--- src/rtl/mul_repeated_add.sv ---
// Unsigned multiplier built from repeated addition: P = A * B mod 2^W.
// A and B are loaded serially from data_in and the product is exposed while done=1.
module mul_repeated_add #(
  parameter int W = 16
) (
  input  logic         clk,
  input  logic         reset,
  input  logic         start,
  input  logic [W-1:0] data_in,
  output logic [W-1:0] product,
  output logic         done
);

  typedef enum logic [2:0] {
    IDLE   = 3'd0,
    LOAD_A = 3'd1,
    LOAD_B = 3'd2,
    CALC   = 3'd3,
    DONE   = 3'd4
  } state_t;

  state_t       state, state_nxt;
  logic [W-1:0] a_q, b_q, p_q;
  logic         eqz;
  logic         ld_a, ld_b, clr_p, ld_p, dec_b;

  function automatic logic [W-1:0] add_mod(input logic [W-1:0] x, input logic [W-1:0] y);
    return x + y;
  endfunction

  assign eqz = (b_q == '0);

  always_comb begin
    state_nxt = IDLE;
    ld_a      = 1'b0;
    ld_b      = 1'b0;
    clr_p     = 1'b0;
    ld_p      = 1'b0;
    dec_b     = 1'b0;
    done      = 1'b0;
    case (state)
      IDLE:   state_nxt = start ? LOAD_A : IDLE;
      LOAD_A: begin
        ld_a      = 1'b1;
        state_nxt = LOAD_B;
      end
      LOAD_B: begin
        ld_b      = 1'b1;
        clr_p     = 1'b1;
        state_nxt = CALC;
      end
      CALC: begin
        ld_p      = !eqz;
        dec_b     = !eqz;
        state_nxt = eqz ? DONE : CALC;
      end
      DONE: begin
        done      = 1'b1;
        // Stay put until start has been seen low, so a held start cannot re-trigger.
        state_nxt = start ? DONE : IDLE;
      end
      default: state_nxt = IDLE;
    endcase
  end

  always_ff @(posedge clk or negedge reset) begin
    if (!reset) begin
      state <= IDLE;
      a_q   <= '0;
      b_q   <= '0;
      p_q   <= '0;
    end else begin
      state <= state_nxt;
      if (ld_a) a_q <= data_in;
      if (ld_b) b_q <= data_in;
      else if (dec_b) b_q <= b_q - W'(1);
      if (clr_p) p_q <= '0;
      else if (ld_p) p_q <= add_mod(p_q, a_q);
    end
  end

  assign product = p_q;

endmodule

--- config.mk ---
export PLATFORM = sky130hd
export DESIGN_NAME = mul_repeated_add
export DESIGN_NICKNAME = d
export VERILOG_FILES = /design/src/rtl/mul_repeated_add.sv
export SDC_FILE = /design/constraint.sdc
export NUM_CORES = 1
export LEC_CHECK = 0
export ABC_AREA = 1
export CELL_PAD_IN_SITES_DETAIL_PLACEMENT = 1
export CELL_PAD_IN_SITES_GLOBAL_PLACEMENT = 1
export CORE_MARGIN = 8
export CORE_UTILIZATION = 44
export CTS_BUF_LIST = sky130_fd_sc_hd__clkbuf_4 sky130_fd_sc_hd__clkbuf_8 sky130_fd_sc_hd__clkbuf_16
export DETAILED_ROUTE_END_ITERATION = 8
export PLACE_DENSITY = 0.84
export SLEW_MARGIN = 10
export SYNTH_ARGS = -nofsm -noshare
export SYNTH_HDL_FRONTEND = slang
export SYNTH_SLANG_ARGS = --single-unit
export TNS_END_PERCENT = 10
--- constraint.sdc ---
create_clock -name clk -period 4.4 [get_ports clk]
set_clock_uncertainty 0.1 [all_clocks]
set_input_delay 1.32 -clock clk [delete_from_list [all_inputs] [get_ports clk]]
set_output_delay 1.32 -clock clk [all_outputs]
set_load 0.005 [all_outputs]
==> impl_metrics.env, run 1 <==
export IMPL_arrival_ns=1.65
export IMPL_worst_path_stages=4
export IMPL_finalHoldViolCount=0
export IMPL_synth_ff_type="dfrtp_1"
export IMPL_routed_wl_met2_um=4750
export IMPL_swShare_pct=49.6
export IMPL_holdWs_ns=0.405
export IMPL_via_per_inst=5.17
export IMPL_reg2reg_from="b_q[0]"
export IMPL_p_sw_mw=1.64
export IMPL_core_um2=7290
export IMPL_die_area_um2=10600
export IMPL_yosysMostFrequentCell="nand2_1"
export IMPL_p_int_mw=1.67
export IMPL_pin_count=36
export IMPL_clockBufferDepth=2
export IMPL_post_cts_buffers=0
export IMPL_finalWorstSetupSlack_ns=1.33
export IMPL_cts_buffers=5
export IMPL_grt_max_degree=39
export IMPL_max_freq_mhz=326
export IMPL_place_hpwl_um=7250
export IMPL_comb_power_share_pct=61.8
export IMPL_synth_area_leaders="dfrtp_1, nand2_1, inv_1"
export IMPL_synth_largest_area_cell="dfrtp_1"
export IMPL_antenna_left=0
export IMPL_final_period_utilization_pct=69.7
export IMPL_wl_met3_um=287
export IMPL_setup_tns_final_ns=0
export IMPL_cts_sinks=51
export IMPL_synth_cell_types=30
export IMPL_drc=0
export IMPL_fill_cells=1008
export IMPL_pre_cts_ws_ns=1.67
export IMPL_path_buf_inv=2
export IMPL_m1WireLength_um=4410
export IMPL_cts_resized_gates=0
export IMPL_clk_pin_slew_ns=0.09
export IMPL_postPlaceCellArea_um2=3750
export IMPL_leakagePower_nw=2.02
export IMPL_hold_path_class="reg -> reg"
export IMPL_holdCritStartpoint="a_q[11]"
export IMPL_grt_overflow_total=0
export IMPL_outcome="completed"
export IMPL_path_cells="nor2_1 -> nand2_1 -> inv_1 -> clkdlybuf4s50_1"
export IMPL_vias=3142
export IMPL_fp_dieW_um=103
export IMPL_area_growth_pct=15.5
export IMPL_antenna_cells=0
export IMPL_first_iter_violations=73
export IMPL_setup_viol_count_final=0
export IMPL_cts_hold_buf=0
export IMPL_top_layer_used="met4"
export IMPL_die_h_um=103
export IMPL_p_per_area_nw_per_um2=861
export IMPL_place_congestion=0.803
export IMPL_synthTopCellsByCount="nand2_1, inv_1, dfrtp_1"
export IMPL_critPathKind="reg -> out"
export IMPL_period_minus_slack_ns=3.07
export IMPL_crit_slowest_cell="clkdlybuf4s50_1"
export IMPL_num_rows=31
export IMPL_ys_ff_latch=51
export IMPL_cts_tree="built"
export IMPL_grt_pass1_vias=3363
export IMPL_grt_pass1_wl_um=16100
export IMPL_reg2reg_depth=9
export IMPL_ys_async_sr_fraction_pct=100
export IMPL_reg2reg_slack_ns=2.01
export IMPL_p_clk_share_pct=10.2
export IMPL_startpoint="state[0]"
export IMPL_dp_cells=601
export IMPL_yosys_warnings=0
export IMPL_ir_drop_mv=0.328
export IMPL_hold_path_cell_count=2
export IMPL_cpLargestDelayFamily="buffers and inverters"
export IMPL_synth_edf_count=0
export IMPL_drive_gt1_share_pct=5.50
export IMPL_rsz0062_at_grt="false"
export IMPL_clock_latency_ns=0.31
export IMPL_cts_max_level=2
export IMPL_fin_cells=608
export IMPL_floorplan_initialDensity_pct=45.8
export IMPL_yosysTopAreaCellShare_pct=38.2
export IMPL_wl_um=9550
export IMPL_maxSlewHeadroom_pct=28.6
export IMPL_tightest_slew_ns=1.07
export IMPL_cts_root_buffer="clkbuf_8"
export IMPL_antenna_found_initial=0
export IMPL_drt_pass1_iterations=4
export IMPL_worst_path_max_fanout=8
export IMPL_synth_avg_cell_area_um2=7.00
export IMPL_syn_area_um2=3340
export IMPL_syn_num_nets=513
export IMPL_pwr_share_seq_pct=28.0
export IMPL_finalInstanceArea_um2=3860
export IMPL_finalPower_mw=3.32
export IMPL_final_max_slew_viol_count=0
export IMPL_cp_slowest_stage_delay_ns=0.50
export IMPL_post_route_util_pct=52.9
export IMPL_start_kind="flop"
export IMPL_portBuffers=35
export IMPL_max_cap_violations=0
export IMPL_netlist_instances=477
export IMPL_critPathCaptureType="primary output"
export IMPL_crit_required_ns=2.98
export IMPL_nets=545
export IMPL_yosysSeqAreaShare_pct=38.2
export IMPL_wl_per_cell_um=15.7
export IMPL_grt_total_usage_pct=19.4
-- state kept, by name (all words and copies together) (netlist names) --
signal,cells
b_q,16
product,16
a_q,16
state,3
-- final timing paths --
check	to
worst max-delay path	done
worst min-delay path	a_q[11]
worst max register to register	b_q[6]
worst min register to register	a_q[11]
max in group asynchronous	product[6]
min in group asynchronous	product[12]
-- placed cells by master (no fill, tap or decap), drive strengths merged --
master and count:
or2 4, dfrtp 51, clkinv 1, clkdlybuf4s50 34, nand3 41, clkbuf 6
bufinv 1, fa 1, inv 61, nand3b 4, o211ai 6, nor3 6
o21ai 30, xor2 3, buf 2, nor2 36, mux2 9, ha 16
nand2 180, a21oi 12, o22ai 1, xnor2 1, nand4 1, and2 1
a32o 1
-- power groups by stage --
stage          Sequential, mW  Combinational, mW  Clock (mW)
6_report                0.929               2.05       0.337
5_1_grt                 0.964               2.36       0.357
4_1_cts                 0.931               2.08       0.342
3_5_place_dp            0.938               2.06           0
3_3_place_gp            0.928               1.95           0
2_1_floorplan           0.870               1.53           0
-- per-layer routing --
layer / track usage (%) / vias up
li1: - / 1570
met1: 23.4 / 1518
met2: 35.2 / 46
met3: 3.11 / 8
met4: 3.89 / 0
met5: 0 / -
-- cell type report --
type / count / area, um2 / share of cell area [%]
sequential: 51 / 1280 / 33.1
tap: 99 / 124 / 3.21
clock inverter: 1 / 30.0 / 0.779
clock buffer: 6 / 76.3 / 1.98
multi-input combinational: 353 / 1760 / 45.7
inverter: 62 / 233 / 6.04
timing repair buffer: 36 / 353 / 9.15
-- cell families after synthesis --
logic type | count (synthesis) | share of synthesized area [%]
and+or+nand+nor | 273 | 34.0
buffers and inverters | 73 | 8.92
DFF | 51 | 38.2
AOI/OAI and AO/OA | 50 | 8.13
adders and majority gates | 17 | 6.60
muxes | 9 | 3.04
xor gates and xnor gates | 4 | 1.05
-- worst reg2reg max path: stages (launching register included) --
cell	delay, ns
dfrtp_1	0.37
inv_1	0.12
ha_1	0.25
nand2_1	0.12
nor2_1	0.19
nand2_1	0.10
nand2_2	0.11
nand2_4	0.20
inv_2	0.52
o21ai_0	0.18
(Power assumes the default switching activity.)
==> inputs of run 2 (changes only) <==
CORE_UTILIZATION = 37   (was 44)
PLACE_DENSITY = 0.75   (was 0.84)
clock period = 2.5 ns   (was 4.4 ns; I/O delays follow)
==> run 2 against run 1 <==
  * First-iteration DRC count shrank 37%
  * Clock-buffer cell count up 2
  * Die area increased by 16%
  * Non-clock buffer count rose by 7
  * Critical path type unchanged
  * Critical path depth stayed put
  * Cell area is 2.3% higher
  * Via count is 0.35% lower
  * Hold slack got worse by 0.091 ns
  * Sequential share of layout area decreased by 0.70 points
  * Power increased by 78%
  * Critical endpoint unchanged
  * Largest cell class unchanged
==> impl_metrics.env, run 2 (synthesis results as in run 1) <==
export IMPL_startpoint="state[0]"
export IMPL_worst_path_max_fanout=5
export IMPL_final_period_utilization_pct=95.4
export IMPL_core_um2=8720
export IMPL_period_minus_slack_ns=2.38
export IMPL_pin_count=36
export IMPL_outcome="completed"
export IMPL_worst_path_stages=4
export IMPL_finalInstanceArea_um2=3940
export IMPL_first_iter_violations=46
export IMPL_reg2reg_depth=9
export IMPL_portBuffers=35
export IMPL_finalHoldViolCount=0
export IMPL_place_hpwl_um=7350
export IMPL_vias=3131
export IMPL_grt_pass1_vias=3486
export IMPL_critPathKind="reg -> out"
export IMPL_floorplan_initialDensity_pct=38.3
export IMPL_arrival_ns=1.53
export IMPL_die_area_um2=12300
export IMPL_antenna_cells=0
export IMPL_clock_latency_ns=0.31
export IMPL_mostFrequentLayoutCell="nand2_1"
export IMPL_r2r_end="product[4]"
export IMPL_drc=0
export IMPL_ir_drop_mv=0.516
export IMPL_cp_slowest_stage_delay_ns=0.50
export IMPL_path_cells="nor2_1 -> nand2_1 -> inv_1 -> clkdlybuf4s50_1"
export IMPL_start_kind="flop"
export IMPL_clockBufferDepth=2
export IMPL_max_cap_violations=0
export IMPL_path_buf_inv=2
export IMPL_fp_dieW_um=111
export IMPL_leakagePower_nw=2.06
export IMPL_setup_tns_final_ns=0
export IMPL_nets=552
export IMPL_via_per_inst=5.01
export IMPL_cts_root_buffer="clkbuf_8"
export IMPL_endpoint="done"
export IMPL_drive_gt1_share_pct=7.16
export IMPL_grt_overflow_total=0
export IMPL_grt_pass1_wl_um=16500
export IMPL_use_met2_pct=29.1
export IMPL_grt_total_usage_pct=16.0
export IMPL_cpLargestDelayFamily="buffers and inverters"
export IMPL_ff_latch_area_um2=1280
export IMPL_grt_use_met3_pct=2.71
export IMPL_layout_common_cells="nand2_1, inv_1, dfrtp_1, nand3_1, nor2_1"
export IMPL_wl_um=9360
export IMPL_cts_sinks=51
export IMPL_reg2reg_slack_ns=0.52
export IMPL_cts_buffers=5
export IMPL_dp_cells=616
export IMPL_grt_max_degree=52
export IMPL_rsz0062_at_grt="false"
export IMPL_p_per_area_nw_per_um2=1500
export IMPL_maxSlewHeadroom_pct=50.6
export IMPL_critPathCaptureType="primary output"
export IMPL_use_met1_pct=19.2
export IMPL_fill_cells=1112
export IMPL_cts_max_level=2
export IMPL_crit_required_ns=1.65
export IMPL_max_freq_mhz=419
export IMPL_die_h_um=111
export IMPL_fin_cells=625
export IMPL_cts_tree="built"
export IMPL_setup_viol_count_final=0
export IMPL_clk_pin_slew_ns=0.10
export IMPL_place_congestion=0.798
export IMPL_drt_pass1_iterations=6
export IMPL_multi_input_area_um2=1760
export IMPL_antenna_left=0
export IMPL_hold_path_class="in -> async"
export IMPL_final_max_slew_viol_count=0
export IMPL_antenna_found_initial=0
export IMPL_reg2reg_from="product[0]"
export IMPL_busiest_layer="met2"
export IMPL_area_growth_pct=18.1
export IMPL_num_rows=34
export IMPL_postPlaceCellArea_um2=3830
export IMPL_wl_per_cell_um=15.0
export IMPL_tightest_slew_ns=0.739
export IMPL_crit_slowest_cell="clkdlybuf4s50_1"
==> run 2: cell count changes in the layout (fill, tap and decap cells not counted), sizes merged <==
cell    previous run  this run
bufinv             1         0
buf                2         9
clkbuf             6         8
==> run 2: through the flow <==
stage	hold slack [ns]	total power, mW	utilization, %	setup slack, ns
2_1_floorplan	0.354	4.22	-	0.678
3_3_place_gp	0.372	5.22	43.9	0.422
3_5_place_dp	0.400	5.42	43.9	0.396
4_1_cts	0.328	6.01	45.1	0.0469
5_1_grt	0.338	6.62	45.2	0.0118
6_report	0.315	5.92	45.2	0.116
==> run 2: worst min path at each step <==
stage / slack, ns / from / endpoint / cells past startpoint
after detailed placement: 0.40 / b_q[15] / b_q[15] / 2
after global placement: 0.37 / a_q[10] / a_q[10] / 2
after floorplan: 0.35 / reset / a_q[0] / 0
after CTS: 0.33 / reset / product[3] / 2
final: 0.31 / reset / product[3] / 2
after global routing: 0.34 / reset / product[3] / 2
==> run 2: cell type report <==
type	instances	area share, %
Inverter	62	5.90
Multi-Input combinational cell	353	44.7
Clock buffer	8	2.63
Timing Repair Buffer	43	10.9
Tap cell	108	3.43
Sequential cell	51	32.4
==> run 2: routing by layer <==
layer / routed length [um] / share of wire (%)
met5: 0 / 0
met3: 277 / 3.0
met2: 4710 / 50
met4: 58 / 0.62
met1: 4310 / 46
==> run 2: power breakdown <==
part / internal (mW) / total [mW] / switching, mW / leakage, nW
logic: 1.50 / 3.73 / 2.23 / 1.38
registers: 1.25 / 1.63 / 0.382 / 0.621
clock network: 0.265 / 0.552 / 0.287 / 0.0549
total: 3.02 / 5.92 / 2.90 / 2.06
==> run 2: repair_timing <==
action | in CTS | in global routing
setup buffers | 0 | 1
endpoints found under the setup margin | 0 | 1
hold buffers | 0 | 0
resized for setup | 0 | 1
